==> config.mk <==
export PLATFORM = sky130hd
export DESIGN_NAME = systolic_mm_ctrl_flat
export DESIGN_NICKNAME = d
export VERILOG_FILES = /design/src/rtl/systolic_mm_ctrl_if.sv /design/src/rtl/systolic_mm_ctrl.sv /design/src/flat_wrapper.sv
export SDC_FILE = /design/constraint.sdc
export NUM_CORES = 1
export LEC_CHECK = 0
export BUFFER_PORTS_ARGS = -buffer_cell sky130_fd_sc_hd__buf_2
export CORE_MARGIN = 3
export CORE_UTILIZATION = 46
export DETAILED_ROUTE_END_ITERATION = 10
export PLACE_DENSITY = 0.66
export SLEW_MARGIN = 10
export SYNTH_ARGS = -nofsm -noshare
export SYNTH_HDL_FRONTEND = slang
export SYNTH_SLANG_ARGS = --single-unit
==> constraint.sdc <==
create_clock -name CLK -period 5.27 [get_ports CLK]
set_input_delay 0.527 -clock CLK [delete_from_list [all_inputs] [get_ports CLK]]
set_output_delay 0.527 -clock CLK [all_outputs]
set_load 0.02 [all_outputs]
==> src/rtl/systolic_mm_ctrl_if.sv <==
// Host and array-edge signal bundle for the 3x3 systolic MAC sequencing controller.
// master = host/array side, slave = controller.
interface systolic_mm_ctrl_if #(
  parameter int DW = 8
);
  logic            wr_en;
  logic            wr_sel;
  logic [3:0]      wr_addr;
  logic [DW-1:0]   wr_data;
  logic            start;
  logic            busy;
  logic            done;
  logic            res_valid;
  logic            mac_clr;
  logic            mac_en;
  logic [3*DW-1:0] a_feed;
  logic [3*DW-1:0] b_feed;
  logic [9*DW-1:0] res_in;
  logic [3:0]      rd_addr;
  logic [DW-1:0]   rd_data;

  modport master (
    output wr_en, wr_sel, wr_addr, wr_data, start, res_in, rd_addr,
    input  busy, done, res_valid, mac_clr, mac_en, a_feed, b_feed, rd_data
  );

  modport slave (
    input  wr_en, wr_sel, wr_addr, wr_data, start, res_in, rd_addr,
    output busy, done, res_valid, mac_clr, mac_en, a_feed, b_feed, rd_data
  );
endinterface

==> src/rtl/systolic_mm_ctrl.sv <==
// Sequencing controller for the 3x3 output-stationary systolic MAC array: operand
// storage, skewed edge feeds, fixed drain interval and result capture/readback.
module systolic_mm_ctrl #(
  parameter int DW           = 8,
  parameter int DRAIN_CYCLES = 8
) (
  input logic               CLK,
  input logic               RST,
  systolic_mm_ctrl_if.slave bus
);

  typedef enum logic [2:0] {
    S_IDLE    = 3'd0,
    S_CLEAR   = 3'd1,
    S_FEED    = 3'd2,
    S_DRAIN   = 3'd3,
    S_CAPTURE = 3'd4
  } state_t;

  localparam logic [7:0] FEED_LAST  = 8'd4;
  localparam logic [7:0] DRAIN_LAST = 8'(DRAIN_CYCLES - 1);

  state_t          state_r, state_s;
  logic [7:0]      step_r, step_s;

  logic [DW-1:0]   a_r    [0:8];
  logic [DW-1:0]   b_r    [0:8];
  logic [DW-1:0]   bank_r [0:8];

  logic            busy_r, done_r, valid_r, clr_r, en_r;
  logic            busy_s, done_s, valid_s, clr_s, en_s;
  logic [3*DW-1:0] a_feed_r, b_feed_r, a_feed_s, b_feed_s;
  logic [DW-1:0]   rd_data_r;
  logic [3:0]      off_s;
  logic            wr_ok_s;

  // State and step counter register
  always_ff @(posedge CLK) begin
    if (RST) begin
      state_r <= S_IDLE;
      step_r  <= 8'd0;
    end else begin
      state_r <= state_s;
      step_r  <= step_s;
    end
  end

  // Next-state logic; start is only looked at in IDLE, so it never queues
  always_comb begin
    state_s = state_r;
    step_s  = step_r;
    case (state_r)
      S_IDLE: begin
        step_s = 8'd0;
        if (bus.start) begin
          state_s = S_CLEAR;
        end else begin
          state_s = S_IDLE;
        end
      end
      S_CLEAR: begin
        state_s = S_FEED;
        step_s  = 8'd0;
      end
      S_FEED: begin
        if (step_r == FEED_LAST) begin
          state_s = S_DRAIN;
          step_s  = 8'd0;
        end else begin
          step_s  = step_r + 8'd1;
        end
      end
      S_DRAIN: begin
        if (step_r == DRAIN_LAST) begin
          state_s = S_CAPTURE;
          step_s  = 8'd0;
        end else begin
          step_s  = step_r + 8'd1;
        end
      end
      S_CAPTURE: begin
        state_s = S_IDLE;
        step_s  = 8'd0;
      end
      default: begin
        state_s = S_IDLE;
        step_s  = 8'd0;
      end
    endcase
  end

  // Output decode from the upcoming state so the registered outputs match the occupied state
  always_comb begin
    busy_s   = (state_s != S_IDLE);
    done_s   = (state_s == S_CAPTURE);
    clr_s    = (state_s == S_CLEAR);
    en_s     = (state_s == S_FEED) || (state_s == S_DRAIN);
    a_feed_s = {(3*DW){1'b0}};
    b_feed_s = {(3*DW){1'b0}};
    off_s    = 4'd0;
    if (state_s == S_CAPTURE) begin
      valid_s = 1'b1;
    end else if (state_s == S_CLEAR) begin
      valid_s = 1'b0;
    end else begin
      valid_s = valid_r;
    end
    // Lane k carries element offset (t - k) of row k of A / column k of B
    for (int k = 0; k < 3; k++) begin
      off_s = step_s[3:0] - 4'(k);
      if ((state_s == S_FEED) && (step_s[3:0] >= 4'(k)) && (off_s <= 4'd2)) begin
        a_feed_s[DW*k +: DW] = a_r[4'(3*k) + off_s];
        b_feed_s[DW*k +: DW] = b_r[(off_s * 4'd3) + 4'(k)];
      end else begin
        a_feed_s[DW*k +: DW] = {DW{1'b0}};
        b_feed_s[DW*k +: DW] = {DW{1'b0}};
      end
    end
  end

  // Output registers
  always_ff @(posedge CLK) begin
    if (RST) begin
      busy_r   <= 1'b0;
      done_r   <= 1'b0;
      valid_r  <= 1'b0;
      clr_r    <= 1'b0;
      en_r     <= 1'b0;
      a_feed_r <= {(3*DW){1'b0}};
      b_feed_r <= {(3*DW){1'b0}};
    end else begin
      busy_r   <= busy_s;
      done_r   <= done_s;
      valid_r  <= valid_s;
      clr_r    <= clr_s;
      en_r     <= en_s;
      a_feed_r <= a_feed_s;
      b_feed_r <= b_feed_s;
    end
  end

  assign wr_ok_s = bus.wr_en && (state_r == S_IDLE) && (bus.wr_addr <= 4'd8);

  // Operand storage, result bank capture and registered readback
  always_ff @(posedge CLK) begin
    if (RST) begin
      for (int k = 0; k < 9; k++) begin
        a_r[k]    <= {DW{1'b0}};
        b_r[k]    <= {DW{1'b0}};
        bank_r[k] <= {DW{1'b0}};
      end
      rd_data_r <= {DW{1'b0}};
    end else begin
      if (wr_ok_s) begin
        if (bus.wr_sel) begin
          b_r[bus.wr_addr] <= bus.wr_data;
        end else begin
          a_r[bus.wr_addr] <= bus.wr_data;
        end
      end
      // Bank updates at the end of CAPTURE, so a read issued in CAPTURE still sees the old run
      if (state_r == S_CAPTURE) begin
        for (int k = 0; k < 9; k++) begin
          bank_r[k] <= bus.res_in[DW*k +: DW];
        end
      end
      if (bus.rd_addr <= 4'd8) begin
        rd_data_r <= bank_r[bus.rd_addr];
      end else begin
        rd_data_r <= {DW{1'b0}};
      end
    end
  end

  assign bus.busy      = busy_r;
  assign bus.done      = done_r;
  assign bus.res_valid = valid_r;
  assign bus.mac_clr   = clr_r;
  assign bus.mac_en    = en_r;
  assign bus.a_feed    = a_feed_r;
  assign bus.b_feed    = b_feed_r;
  assign bus.rd_data   = rd_data_r;

endmodule
==> src/flat_wrapper.sv <==
// flat-port wrapper written by rule: the top's interface ports become plain ports
module systolic_mm_ctrl_flat 
#(
  parameter int DW           = 8,
  parameter int DRAIN_CYCLES = 8
)
  (CLK, RST, bus_wr_en, bus_wr_sel, bus_wr_addr, bus_wr_data, bus_start, bus_res_in, bus_rd_addr, bus_busy, bus_done, bus_res_valid, bus_mac_clr, bus_mac_en, bus_a_feed, bus_b_feed, bus_rd_data);
  systolic_mm_ctrl_if #(.DW(DW)) bus_i ();
  input logic CLK;
  input logic RST;
  input wire logic [$bits(bus_i.wr_en)-1:0] bus_wr_en;
  input wire logic [$bits(bus_i.wr_sel)-1:0] bus_wr_sel;
  input wire logic [$bits(bus_i.wr_addr)-1:0] bus_wr_addr;
  input wire logic [$bits(bus_i.wr_data)-1:0] bus_wr_data;
  input wire logic [$bits(bus_i.start)-1:0] bus_start;
  input wire logic [$bits(bus_i.res_in)-1:0] bus_res_in;
  input wire logic [$bits(bus_i.rd_addr)-1:0] bus_rd_addr;
  output wire logic [$bits(bus_i.busy)-1:0] bus_busy;
  output wire logic [$bits(bus_i.done)-1:0] bus_done;
  output wire logic [$bits(bus_i.res_valid)-1:0] bus_res_valid;
  output wire logic [$bits(bus_i.mac_clr)-1:0] bus_mac_clr;
  output wire logic [$bits(bus_i.mac_en)-1:0] bus_mac_en;
  output wire logic [$bits(bus_i.a_feed)-1:0] bus_a_feed;
  output wire logic [$bits(bus_i.b_feed)-1:0] bus_b_feed;
  output wire logic [$bits(bus_i.rd_data)-1:0] bus_rd_data;
  assign bus_i.wr_en = bus_wr_en;
  assign bus_i.wr_sel = bus_wr_sel;
  assign bus_i.wr_addr = bus_wr_addr;
  assign bus_i.wr_data = bus_wr_data;
  assign bus_i.start = bus_start;
  assign bus_i.res_in = bus_res_in;
  assign bus_i.rd_addr = bus_rd_addr;
  assign bus_busy = bus_i.busy;
  assign bus_done = bus_i.done;
  assign bus_res_valid = bus_i.res_valid;
  assign bus_mac_clr = bus_i.mac_clr;
  assign bus_mac_en = bus_i.mac_en;
  assign bus_a_feed = bus_i.a_feed;
  assign bus_b_feed = bus_i.b_feed;
  assign bus_rd_data = bus_i.rd_data;
  systolic_mm_ctrl #(.DW(DW), .DRAIN_CYCLES(DRAIN_CYCLES)) u_core (.CLK(CLK), .RST(RST), .bus(bus_i));
endmodule
==> Word level (Yosys, flattened, before mapping) <==
Memory sizes are Yosys's and may differ from the RTL's. A register that Yosys moved wholly into a read port is not among the register bits.
Cells that the tools add are included.
{ "op_classes": {"n_mux": 37, "magnitude_cmp": 8, "multipliers": 3, "n_addsub": 7, "bitwise": 13, "reduce_logical": 18, "eq_ne": 10} }
{ "op_table": {"columns": ["operator", "n"], "rows": [
  ["$mux 8", 13],
  ["$mux 1", 18],
  ["$eq 8x3->1 const B", 2],
  ["$pmux 8 s2", 1],
  ["$reduce_or 8->1", 2],
  ["$eq 3x2->1 const B", 4],
  ["$le 4x2->1 const B", 3],
  ["$mul 4x2->4 const B", 3],
  ["$pmux 3 s4", 1],
  ["$or 1x1->1", 9],
  ["$add 8x1->8 const B", 1],
  ["$ge 4x1->1 const B", 2],
  ["$le 4x4->1 const B", 2],
  ["$logic_and 1x1->1", 8],
  ["$mux 4", 2],
  ["$reduce_or 2->1", 4],
  ["$eq 3x1->1 const B", 2],
  ["$eq 3x3->1 const B", 2],
  ["$mux 3", 2],
  ["$add 2x4->4 const A", 1],
  ["$add 3x4->4 const A", 1],
  ["$add 4x1->4 const B", 1],
  ["$add 4x2->4 const B", 1],
  ["$ge 4x2->1 const B", 1],
  ["7 further kinds", 10]
]} }
{ "word_totals": {"ram_bits": 216, "regBits": 16, "mem_count": 3, "out_inout_bits": 61, "elab_cells": 106, "in_bits": 93} }
{ "memory_table": {"columns": ["memory", "words", "width", "rd", "rd_clocked_by_memory_dff", "write_ports", "line", "text"], "rows": [
  ["u_core.a_r", 9, 8, 3, 3, 9, "systolic_mm_ctrl.sv:26", "logic [DW-1:0] a_r [0:8];"],
  ["u_core.b_r", 9, 8, 3, 3, 9, "systolic_mm_ctrl.sv:27", "logic [DW-1:0] b_r [0:8];"],
  ["u_core.bank_r", 9, 8, 1, 1, 9, "systolic_mm_ctrl.sv:28", "logic [DW-1:0] bank_r [0:8];"]
]} }

==> Logic depth before layout (Yosys ltp) <==
Gate-level depths: netlist (run 1).
{ "logic_depth": {"depth_word": 8, "ltp_mapped": 21, "depth_no_buf": 18} }

==> Worst setup path after synthesis (run 1) <==
Ideal clock, no wire load.
{ "synth_timing": {"path_kind": "reg-to-reg", "from": "reg u_core.step_r[0]", "to": "reg u_core.a_feed_r[10] (netlist: u_core.bus.a_feed[10]), read port of u_core.a_r", "arrival_time_ps": 4869, "setup_ps": 128, "slack_ps": 274, "period_less_slack_ps": 4996, "t_required_ps": 5142, "stages_incl_launch_ff": 22, "n_path_buf": 8, "cell_sequence": "dfxtp_1 -> clkbuf_1 -> inv_1 -> ha_1 -> mux2i_2 -> o311ai_4 -> buf_6 -> buf_4 -> buf_2 -> ha_1 -> inv_1 -> buf_2 -> clkbuf_1 -> clkbuf_1 -> ha_1 -> nand2b_1 -> o2111ai_1 -> o21ai_0 -> xnor2_2 -> buf_6 -> mux2i_1 -> o22ai_1"} }
{ "synth_via": {"elab_chain_len": 8, "elab_cells_between_ends": 18, "classes_between": "add/sub: 3; order compare: 2; eq/ne: 3; mux: 6; bitwise: 1; reduce/logical: 3"} }
{ "synth_rtl": {"columns": ["element", "line", "text"], "rows": [
  ["start: declaration", "systolic_mm_ctrl.sv:24", "logic [7:0] step_r, step_s;"],
  ["start signal: assignment", "systolic_mm_ctrl.sv:44", "step_r <= step_s;"],
  ["$add 8x1->8 (tied with other cells)", "systolic_mm_ctrl.sv:70, systolic_mm_ctrl.sv:78", null],
  ["$mux 8 (tied with other cells)", "systolic_mm_ctrl.sv:74", "if (step_r == DRAIN_LAST) begin"],
  ["$pmux 8 s2 or $pmux 3 s4 (tied branches)", "systolic_mm_ctrl.sv:52", "case (state_r)"],
  ["$sub 4x1->4 (tied with other cells)", "systolic_mm_ctrl.sv:110", "off_s = step_s[3:0] - 4'(k);"],
  ["$le 4x2->1 or $logic_and 1x1->1 (tied branches)", "systolic_mm_ctrl.sv:111", "if ((state_s == S_FEED) && (step_s[3:0] >= 4'(k)) && (off_s <= 4'd2)) begin"],
  ["$logic_and 1x1->1", "systolic_mm_ctrl.sv:111", null],
  ["$not 1->1 (no source line)", null, null],
  ["$reduce_or 2->1 (no source line)", null, null],
  ["end: declaration", "systolic_mm_ctrl.sv:32", "logic [3*DW-1:0] a_feed_r, b_feed_r, a_feed_s, b_feed_s;"]
]} }
Parallel ways exist; a longest one is shown, timed or not.
A chain may end at the register's enable or synchronous reset.

==> Worst setup path in the final report (run 1) <==
{ "layout_timing": {"from": "reg u_core.state_r[1]", "to": "reg u_core.b_feed_r[18] (netlist: u_core.bus.b_feed[18]), read port of u_core.b_r"} }
{ "layout_via": {"elab_chain_len": 7, "elab_cells_between_ends": 18, "classes_between": "add/sub: 2; mul: 1; order compare: 2; eq/ne: 4; mux: 4; bitwise: 1; reduce/logical: 4"} }
{ "layout_rtl": {"columns": ["element", "line", "text"], "rows": [
  ["start: declaration", "systolic_mm_ctrl.sv:23", "state_t state_r, state_s;"],
  ["start signal: assignment", "systolic_mm_ctrl.sv:43", "state_r <= state_s;"],
  ["parallel branches: the longest is 7 deep, another holds $sub 4x2->4", null, null],
  ["end: declaration", "systolic_mm_ctrl.sv:32", null]
]} }
Parallel ways; which one is timed is not known.

==> summary.md, run 1 <==
| Metric | Value |
|---|---|
| First-pass GRT wire length | `77.3 mm` |
| Starting Density | `47.0%` |
| RR Endpoint | `u_core.bus.b_feed[18]` |
| Antenna violations before repair | `6` |
| Worst path slowest cell | `buf_4` |
| Most frequent cells in the layout | `edfxtp_1, and2_1, buf_2` |
| Post-synthesis mux area share | `20.4%` |
| Compound-Gate Fraction of Synth Area | `6.22%` |
| Antenna-violating nets left | `0` |
| RSZ-0062 raised after global routing | `false` |
| FFs w/ async S/R, synth | `0%` |
| Die area | `0.0459 sq mm` |
| Yosys warnings | `0` |
| Root buffer cell | `clkbuf_16` |
| Sequential fraction of the synthesis area | `56.6%` |
| Maxcap violations | `0` |
| Number of synthesized register bits | `400` |
| Most frequent CP cell | `ha_1` |
| Ports | `154` |
| Fraction of layout cells with a size suffix above 1 | `26.1%` |
| Worst r2r path cells | `12` |
| Area of the mapped netlist | `0.0199 sq mm` |
| Wire length on met1 | `21.5 mm` |
| Delay of the slowest critical-path stage | `570 ps` |
| DR vias | `12,900` |
| Largest family of logic cells by synthesized area | `multiplexers` |
| Fin. max-slew vios | `0` |
| Post-Synthesis Cells | `1,416` |
| CTS clock-pin slew for the worst setup and hold paths | `60 ps` |
| Post-CTS sizing | `0` |
| Syn-to-layout area delta | `16.9%` |
| I/O Buffers | `153` |
| CTS tree | `done` |
| Pin count of the biggest net entering global routing | `73` |
| Worst min path class | `in -> reg` |
| # nets final | `1,776` |
| Final critical-path share of the clock period | `93.1%` |
| Fill cells | `3,533` |
| Number of synthesized flops with an enable pin | `328` |
| Critical path cell sequence | `and2b_1, a21boi_2, clkinvlp_4, ha_1, xnor2_1, ha_1, xor2_1, xnor2_2, buf_4, mux2i_1, mux4_2, a211oi_1` |
| Met3 wire len | `4.22 mm` |
| Clock net sink count | `400` |
| Die X | `214 microns` |
| Fin Setup TNS | `0 ps` |
| Reg2Reg Setup Slack | `360 ps` |
| CTS buffer count | `46` |
| Slew margin rel. | `21.1%` |
| Critical Path AT | `5400 ps` |
| Crit path max-delay family | `buffers and inverters` |
| Routability Congestion | `0.840` |
| TritonRoute pass-1 iters | `5` |
| Post-Route WL | `50.8 mm` |
| Synth Area in XOR/XNOR | `0.941%` |
| Htree depth | `2` |
| CP Max Fanout | `40` |
| Status | `finished clean` |
| Setup Buffers After CTS | `0` |
| Critical path type | `reg -> reg` |
| Synth area leader | `edfxtp_1` |
| Vias per inst | `5.66` |
| Pwr Density | `339 mW/mm^2` |
| Netlist cell types | `63` |
| Vias in the first global route | `13,100` |
| Reg-to-reg startpoint | `u_core.state_r[1]` |
| Register area | `0.0113 sq mm` |
| Hpwl dp | `33.3 mm` |
| Worst-margin pin slew | `1180 ps` |
| Adder-cell share of the synthesized area | `1.42%` |
| Met2 Wirelength | `23.5 mm` |
| P_leak | `8.83 nW` |
| Worst hold slack | `232 ps` |
| Buffers plus inverters on the worst setup path | `2` |
| Area of the multi-input gates | `0.00862 sq mm` |
| Startpoint types | `register` |
| WP data required | `5760 ps` |
| Synth Flop Type | `edfxtp_1` |
| Gr ovfl total | `0` |
| Total track usage | `21.9%` |
| Commonest non-fill, non-tap cell in the layout | `edfxtp_1` |
| Max VDD drop | `0.000200 V` |
| Worst Hold Launch | `bus_res_in[47]` |
| Setup-failing EPs final | `0` |
| Main area contributors after synthesis | `edfxtp_1, mux4_2, dfxtp_1` |
| Rows | `75` |
| Clock buffer depth | `3` |
| Crit path capture type | `register` |
| Total core area | `0.0424 sq mm` |
| Initial DRC count | `986` |
| Avg Cell Area, Syn | `14.1 sq um` |
| Final std cells w/o fill | `2,276` |
| DP Worst Slack | `177 ps` |
| Simple-gate share of the synthesized area | `11.9%` |
| Worst-Skew Late Latency | `580 ps` |
| Drt drc | `0` |
| Worst Skew | `30.4 ps` |
| Synth top area share | `49.4%` |
| Height of the chip | `214 microns` |
| Hold buffer count at cts | `0` |
| Uppermost layer routed | `met5` |
| Drt wl/cell | `22.3 microns` |
| Placed cells | `2,190` |
| Fin worst setup slack | `362 ps` |
| Final hold violation count | `0` |
| Hold path endpoint | `u_core.bank_r[5][7]` |
| Hold depth | `2` |
| Tmin final | `4910 ps` |
| Fmax | `204 MHz` |
## synthesized netlist by cell type (2+ instances only)
cell and n:
or2_2 21, edfxtp_1 328, mux2_2 26, a221o_1 14
nor2b_1 8, buf_1 9, buf_6 5, nor3_1 34
or3_1 2, nand2_1 21, mux2i_1 124, nor2_1 85
mux4_2 112, xnor2_2 2, o21ai_0 10, xor2_1 6
a211oi_1 42, inv_1 11, and2_1 216, nand3_1 10
and4_1 2, ha_1 21, a22oi_1 2, buf_4 5
buf_2 16, nand2b_1 10, a21oi_1 26, nor4b_1 2
nor4_1 6, clkbuf_1 64, xnor2_1 6, o22ai_1 66
dfxtp_1 72, a31oi_1 3
## worst reg2reg max path, cell delays in order (launching register included)
cell and delay, ps:
dfxtp_1 430, and2b_1 380, a21boi_2 510, clkinvlp_4 540, ha_1 500, xnor2_1 330
ha_1 300, xor2_1 210, xnor2_2 130, buf_4 570, mux2i_1 210, mux4_2 490
a211oi_1 220
## worst max-delay path by stage
stage                                  from               endpoint  slack, ps  cells past startpoint
after global placement    u_core.state_r[1]  u_core.bus.b_feed[17]        390                     12
after detailed placement  u_core.state_r[1]  u_core.bus.b_feed[18]        180                     12
after global routing       u_core.step_r[0]  u_core.bus.b_feed[22]         50                     15
after CTS                 u_core.state_r[1]  u_core.bus.b_feed[18]        180                     12
final                     u_core.state_r[1]  u_core.bus.b_feed[18]        360                     12
after floorplan            u_core.step_r[0]  u_core.bus.a_feed[10]        270                     21
## registers in the layout, summed over array words and instances, names as in the netlist
name	cells
u_core.bus.rd_data	8
u_core.bus.done	1
u_core.bank_r	72
u_core.bus.busy	1
u_core.bus.b_feed	24
u_core.bus.mac_clr	1
u_core.bus.res_valid	1
u_core.step_r	8
u_core.bus.a_feed	24
u_core.a_r	128
u_core.state_r	3
u_core.b_r	128
u_core.bus.mac_en	1
## metrics by stage
stage               total power [mW]  util, %  area (sq um)
floorplan                       4.38        -         20400
global placement                4.65     51.2         21700
detailed placement              4.67     51.2         21700
CTS                             7.96     54.9         23300
global route                    8.17     55.0         23300
finish                          7.91     55.0         23300
## per-layer routing
metal	up-vias	track usage [%]
li1	5828	-
met1	6404	29.4
met2	534	35.1
met3	102	5.34
met4	10	7.52
met5	-	0
## kinds of logic (layout without fill, tap and decap cells)
group           after synthesis  count (layout)
mux                         263             263
buf+inv                     112             283
compound gates              177             177
fa+ha+maj                    22              22
xor+xnor                     16              16
flops                       400             400
simple gates                425             425
other cells                   1             113
## power by group
group / internal [mW] / switching, mW / total [mW] / leakage (nW)
registers: 3.57 / 0.0813 / 3.65 / 3.91
clock network: 2.01 / 1.29 / 3.30 / 0.793
logic: 0.444 / 0.518 / 0.961 / 4.12
## final cells by class
type | count | share of cell area, %
Sequential cell | 400 | 48.4
Multi-Input combinational cell | 1015 | 37.0
Clock buffer | 62 | 5.85
Timing Repair Buffer | 185 | 4.42
Tap cell | 577 | 3.10
Clock inverter | 23 | 0.961
Inverter | 13 | 0.231
Antenna cell | 1 | 0.0107
No activity file was read; power rests on OpenSTA's default activity.
==> run 2, diff against run 1 <==
Settings changed: CAP_MARGIN set to 20, CELL_PAD_IN_SITES_DETAIL_PLACEMENT set to 1, CELL_PAD_IN_SITES_GLOBAL_PLACEMENT set to 1, PLACE_DENSITY 0.66 to unset, PLACE_DENSITY_LB_ADDON set to 0.1.
==> run 2 against run 1 <==
Count of clock-buffer cells in the layout increased by 1. Fmax down 0.84%. Power up 0.89%. Highest routed layer unchanged. Critical path depth unchanged. Worst hold slack got worse by 2.4 ps. Via count up 1.0%. Largest power group unchanged. Clock power grew 1%. Wire length rose by 10%. Largest cell class unchanged. First-iteration DRC count up 14%.
==> summary.md, run 2 (synthesis results as in run 1) <==
| Metric | Value |
|---|---|
| Status | `finished clean` |
| Critical Path AT | `5440 ps` |
| Fmax | `202 MHz` |
| Fraction of layout cells with a size suffix above 1 | `25.6%` |
| Final critical-path share of the clock period | `93.9%` |
| Starting Density | `47.0%` |
| Post-CTS sizing | `0` |
| Most frequent cells in the layout | `edfxtp_1, and2_1, buf_2` |
| Crit path capture type | `register` |
| Syn-to-layout area delta | `16.9%` |
| Post-Route WL | `56.0 mm` |
| Clock buffer depth | `3` |
| Post-Place Cell Area | `0.0217 sq mm` |
| Final hold violation count | `0` |
| Worst-margin pin slew | `1010 ps` |
| # nets final | `1,775` |
| Worst r2r path cells | `12` |
| WP data required | `5760 ps` |
| Clock power share | `41.9%` |
| Setup Buffers After CTS | `0` |
| P_leak | `8.81 nW` |
| Worst-Skew Late Latency | `570 ps` |
| Hpwl dp | `36.7 mm` |
| Tmin final | `4950 ps` |
| Crit path max-delay family | `buffers and inverters` |
| Gr ovfl total | `0` |
| Critical path type | `reg -> reg` |
| Int Pwr | `6.05 mW` |
| Pin count of the biggest net entering global routing | `73` |
| Post-Layout Inst Area | `0.0233 sq mm` |
| Setup-failing EPs final | `0` |
| Clock net sink count | `400` |
| Htree depth | `2` |
| DR vias | `13,000` |
| Vias in the first global route | `13,700` |
| Startpoint types | `register` |
| I/O Buffers | `153` |
| TritonRoute pass-1 iters | `5` |
| Worst min path class | `in -> reg` |
| Worst Skew | `11.7 ps` |
| Die X | `214 microns` |
| Hold buffer count at cts | `0` |
| Final std cells w/o fill | `2,274` |
| Switching Power | `1.92 mW` |
| Worst path slowest cell | `buf_4` |
| Antenna violations before repair | `5` |
| Register share of total power | `45.8%` |
| Total track usage | `24.2%` |
| Drt wl/cell | `24.6 microns` |
| Fill cells | `4,312` |
| Buffers plus inverters on the worst setup path | `2` |
| Initial DRC count | `1,127` |
| Gate power share | `12.3%` |
| RSZ-0062 raised after global routing | `false` |
| CTS tree | `done` |
| Root buffer cell | `clkbuf_16` |
| Fin. max-slew vios | `0` |
| Switching Fraction | `24.1%` |
| Commonest non-fill, non-tap cell in the layout | `edfxtp_1` |
| Levels on crit path | `12` |
| Critical path cell sequence | `or4b_4, o311ai_4, buf_4, ha_1, xnor2_1, ha_1, xor2_1, xnor2_2, buf_4, mux2i_1, mux4_2, a211oi_1` |
| Vias per inst | `5.72` |
| Die area | `0.0459 sq mm` |
| Ports | `154` |
| CTS buffer count | `45` |
| First-pass GRT wire length | `85.0 mm` |
| Total core area | `0.0424 sq mm` |
| Fin Setup TNS | `0 ps` |
| Maxcap violations | `0` |
| Hold depth | `2` |
| Height of the chip | `214 microns` |
| Rows | `75` |
| Placed cells | `2,188` |
| CTS clock-pin slew for the worst setup and hold paths | `60 ps` |
| Drt drc | `0` |
| Antenna-violating nets left | `0` |
| Total power | `7.98 mW` |
| Max VDD drop | `0.000250 V` |
| Largest regs | `u_core.a_r: 128 flops, u_core.b_r: 128 flops, u_core.bank_r: 72 flops` |
| CP Max Fanout | `42` |
| Slew margin rel. | `32.8%` |
| Routability Congestion | `0.785` |
| Delay of the slowest critical-path stage | `590 ps` |
| Pwr Density | `342 mW/mm^2` |
## run 2: cell types whose count changed in the layout (fill, tap and decap cells not counted), sizes merged
cell / previous run / this run
bufinv: 4 / 7
clkinv: 17 / 12
clkbuf: 62 / 63
inv: 13 / 14
clkinvlp: 2 / 0
## run 2: area by class of cell
class,instances,area (sq um),area share [%]
Antenna cell,1,2.50,0.0107
Clock buffer,63,1280,5.51
Tap cell,577,722,3.10
Multi-Input combinational cell,1015,8630,37.0
Clock inverter,20,287,1.23
Timing Repair Buffer,185,1040,4.46
Sequential cell,400,11300,48.4
Inverter,13,50.0,0.215
## run 2: metrics by stage
stage	hold WS, ps	util [%]	setup WS, ps
6_report	230	54.9	320
5_1_grt	226	54.9	93.6
4_1_cts	203	54.9	303
3_5_place_dp	483	51.2	395
3_3_place_gp	463	51.2	560
2_1_floorplan	447	-	274
## run 2: path summary, 6_finish.rpt
kind / slack, ps / start / endpoint
setup / recovery: 320 / u_core.step_r[2] / u_core.bus.b_feed[17]
hold / removal: 230 / bus_res_in[25] / u_core.bank_r[3][1]
setup reg to reg: 320 / u_core.step_r[2] / u_core.bus.b_feed[17]
hold reg to reg: 500 / u_core.bank_r[8][5] / u_core.bus.rd_data[5]
## run 2: per-layer routing
| layer | vias to the layer above | global-route usage [%] | share of wire, % | wire length, microns |
|---|---|---|---|---|
| met5 | - | 0 | 0.089 | 50 |
| met4 | 8 | 6.32 | 1.8 | 1030 |
| met3 | 76 | 4.63 | 6.3 | 3560 |
| met2 | 403 | 40.6 | 49 | 27400 |
| met1 | 6696 | 32.8 | 43 | 24000 |
| li1 | 5829 | - | - | - |
## run 2: worst reg2reg max path: cells and delay by family, from the launching register on
| family | cells | cell delay (ps) |
|---|---|---|
| buffers and inverters | 2 | 1130 |
| adder cells (fa/ha/maj) | 2 | 790 |
| multiplexers | 2 | 760 |
| XOR/XNOR | 3 | 640 |
| AND/OR/NAND/NOR | 1 | 570 |
| AO/OA/AOI/OAI | 2 | 540 |
| flip-flops | 1 | 430 |
## run 2: power groups by stage
| stage | combinational (mW) | clock (mW) | sequential (mW) |
|---|---|---|---|
| after floorplan | 0.693 | 0 | 3.69 |
| after global placement | 0.958 | 0 | 3.71 |
| after detailed placement | 0.977 | 0 | 3.72 |
| after CTS | 0.985 | 3.40 | 3.65 |
| after global routing | 1.06 | 3.52 | 3.67 |
| final | 0.981 | 3.34 | 3.66 |
==> run 3, diff against run 2 <==
Clock period 5.27 ns to 5.3 ns, I/O delays scaled along.
==> run 3 against run 2 <==
Clock skew up 12 ps. Critical path depth up 2. Power down 4.8%. Sequential power about the same. Flip-flop and latch count unchanged. Global-route usage about the same. Die area unchanged. Wire length down 0.95%. Register-to-register slack better by 230 ps. Worst hold slack worse by 12 ps. Sequential share of layout area up 0.43 points. Largest cell class unchanged. Largest power group unchanged. Highest routed layer unchanged.
==> summary.md, run 3 (synthesis results as in run 1) <==
| Metric | Value |
|---|---|
| Status | `finished clean` |
| Setup Buffers After CTS | `0` |
| Syn-to-layout area delta | `15.9%` |
| Fin worst setup slack | `552 ps` |
| Die X | `214 microns` |
| # nets final | `1,773` |
| Ports | `154` |
| Startpoint types | `register` |
| CTS buffer count | `45` |
| First-pass GRT wire length | `84.8 mm` |
| Met3 Use GR | `5.20%` |
| Total core area | `0.0424 sq mm` |
| Worst min path class | `in -> reg` |
| Max VDD drop | `0.000208 V` |
| Slew margin rel. | `21.8%` |
| Worst path slowest cell | `or4b_4` |
| Core Util, Final | `54.5%` |
| Drt wl/cell | `24.4 microns` |
| CTS clock-pin slew for the worst setup and hold paths | `60 ps` |
| Fin. max-slew vios | `0` |
| Buffers plus inverters on the worst setup path | `4` |
| Commonest non-fill, non-tap cell in the layout | `edfxtp_1` |
| I/O Buffers | `153` |
| Register area | `0.0113 sq mm` |
| Critical path origin | `u_core.step_r[2]` |
| Met1 Track Usage GR | `32.2%` |
| Worst-margin pin slew | `1170 ps` |
| Height of the chip | `214 microns` |
| Worst Skew | `23.6 ps` |
| Antenna-violating nets left | `0` |
| Hold buffer count at cts | `0` |
| Vias in the first global route | `13,700` |
| Setup-failing EPs final | `0` |
| Maxcap violations | `0` |
| Reg-to-reg startpoint | `u_core.step_r[2]` |
| Starting Density | `47.0%` |
| Antenna violations before repair | `5` |
| Pwr Density | `329 mW/mm^2` |
| Clock buffer depth | `3` |
| Final critical-path share of the clock period | `89.6%` |
| Routability Congestion | `0.783` |
| Met2 usage | `40.7%` |
| Critical Path AT | `5220 ps` |
| DR vias | `12,900` |
| WP data required | `5770 ps` |
| Worst Hold Launch | `bus_res_in[58]` |
| Clock net sink count | `400` |
| Final hold violation count | `0` |
| Crit path capture type | `register` |
| P_leak | `8.70 nW` |
| CP Max Fanout | `40` |
| DP Worst Slack | `452 ps` |
| Largest regs | `u_core.a_r: 128 flops, u_core.b_r: 128 flops, u_core.bank_r: 72 flops` |
| Fmax | `211 MHz` |
| Total track usage | `24.2%` |
| TritonRoute pass-1 iters | `5` |
| Hpwl dp | `37.0 mm` |
| Pin count of the biggest net entering global routing | `73` |
| Worst-Skew Late Latency | `590 ps` |
| Htree depth | `2` |
| Area of the multi-input gates | `0.00863 sq mm` |
| Worst hold slack | `217 ps` |
| Tmin final | `4750 ps` |
| Vias per inst | `5.70` |
| Die area | `0.0459 sq mm` |
| Root buffer cell | `clkbuf_16` |
| Post-Route WL | `55.5 mm` |
| Gr ovfl total | `0` |
| Layer with the highest usage | `met2` |
| CTS tree | `done` |
| Fill cells | `4,306` |
| Critical path type | `reg -> reg` |
| Rows | `75` |
| Fraction of layout cells with a size suffix above 1 | `25.0%` |
| Drt drc | `0` |
| Delay of the slowest critical-path stage | `570 ps` |
| Fin Setup TNS | `0 ps` |
| Crit path max-delay family | `buffers and inverters` |
| Most frequent cells in the layout | `edfxtp_1, and2_1, buf_2` |
| Initial DRC count | `1,057` |
| RSZ-0062 raised after global routing | `false` |
| Critical path cell sequence | `or4b_4, o311ai_4, inv_1, ha_1, xor2_1, buf_4, inv_1, ha_1, xor2_1, xnor2_2, buf_6, mux2i_1, mux4_2, a211oi_1` |
## run 3: changes by cell type in the layout (fill, tap and decap cells not counted), sizes merged
cell / change
clkbuf: +4
clkinv: -1
buf: -2
clkinvlp: +1
bufinv: -5
## run 3: area by class of cell
class | count | share of cell area, %
Antenna cell | 1 | 0.0108
Tap cell | 577 | 3.13
Clock inverter | 15 | 0.634
Sequential cell | 400 | 48.9
Inverter | 13 | 0.217
Timing Repair Buffer | 183 | 4.41
Clock buffer | 67 | 5.36
Multi-Input combinational cell | 1015 | 37.4
## run 3: final timing paths
path	depth (start not counted)	endpoint	slack (ps)
worst min-delay path	2	u_core.bank_r[7][2]	220
worst max register to register	14	u_core.bus.b_feed[22]	550
worst min register to register	2	u_core.bus.rd_data[4]	480
worst max-delay path	14	u_core.bus.b_feed[22]	550
## run 3: metal layers
metal,part of all wire (%),routed length [microns]
met1,42,23300
met2,49,27200
met3,6.5,3620
met4,2.3,1290
met5,0.074,41
## run 3: timing repair
action	in CTS	in global routing
setup endpoints to repair	0	1
gates resized for setup	0	1
hold endpoints to repair	0	0
## run 3: metrics by stage
step	total power [mW]	std cells	cell area, sq um
floorplan	4.36	1527	20400
global placement	4.64	2187	21700
detailed placement	4.67	2188	21700
CTS	7.66	2270	23100
global route	7.89	2271	23100
finish	7.59	2271	23100
## run 3: report_power, final
| part | internal [mW] | switching (mW) |
|---|---|---|
| Sequential | 3.55 | 0.0884 |
| Combinational | 0.438 | 0.529 |
| Clock | 1.72 | 1.27 |
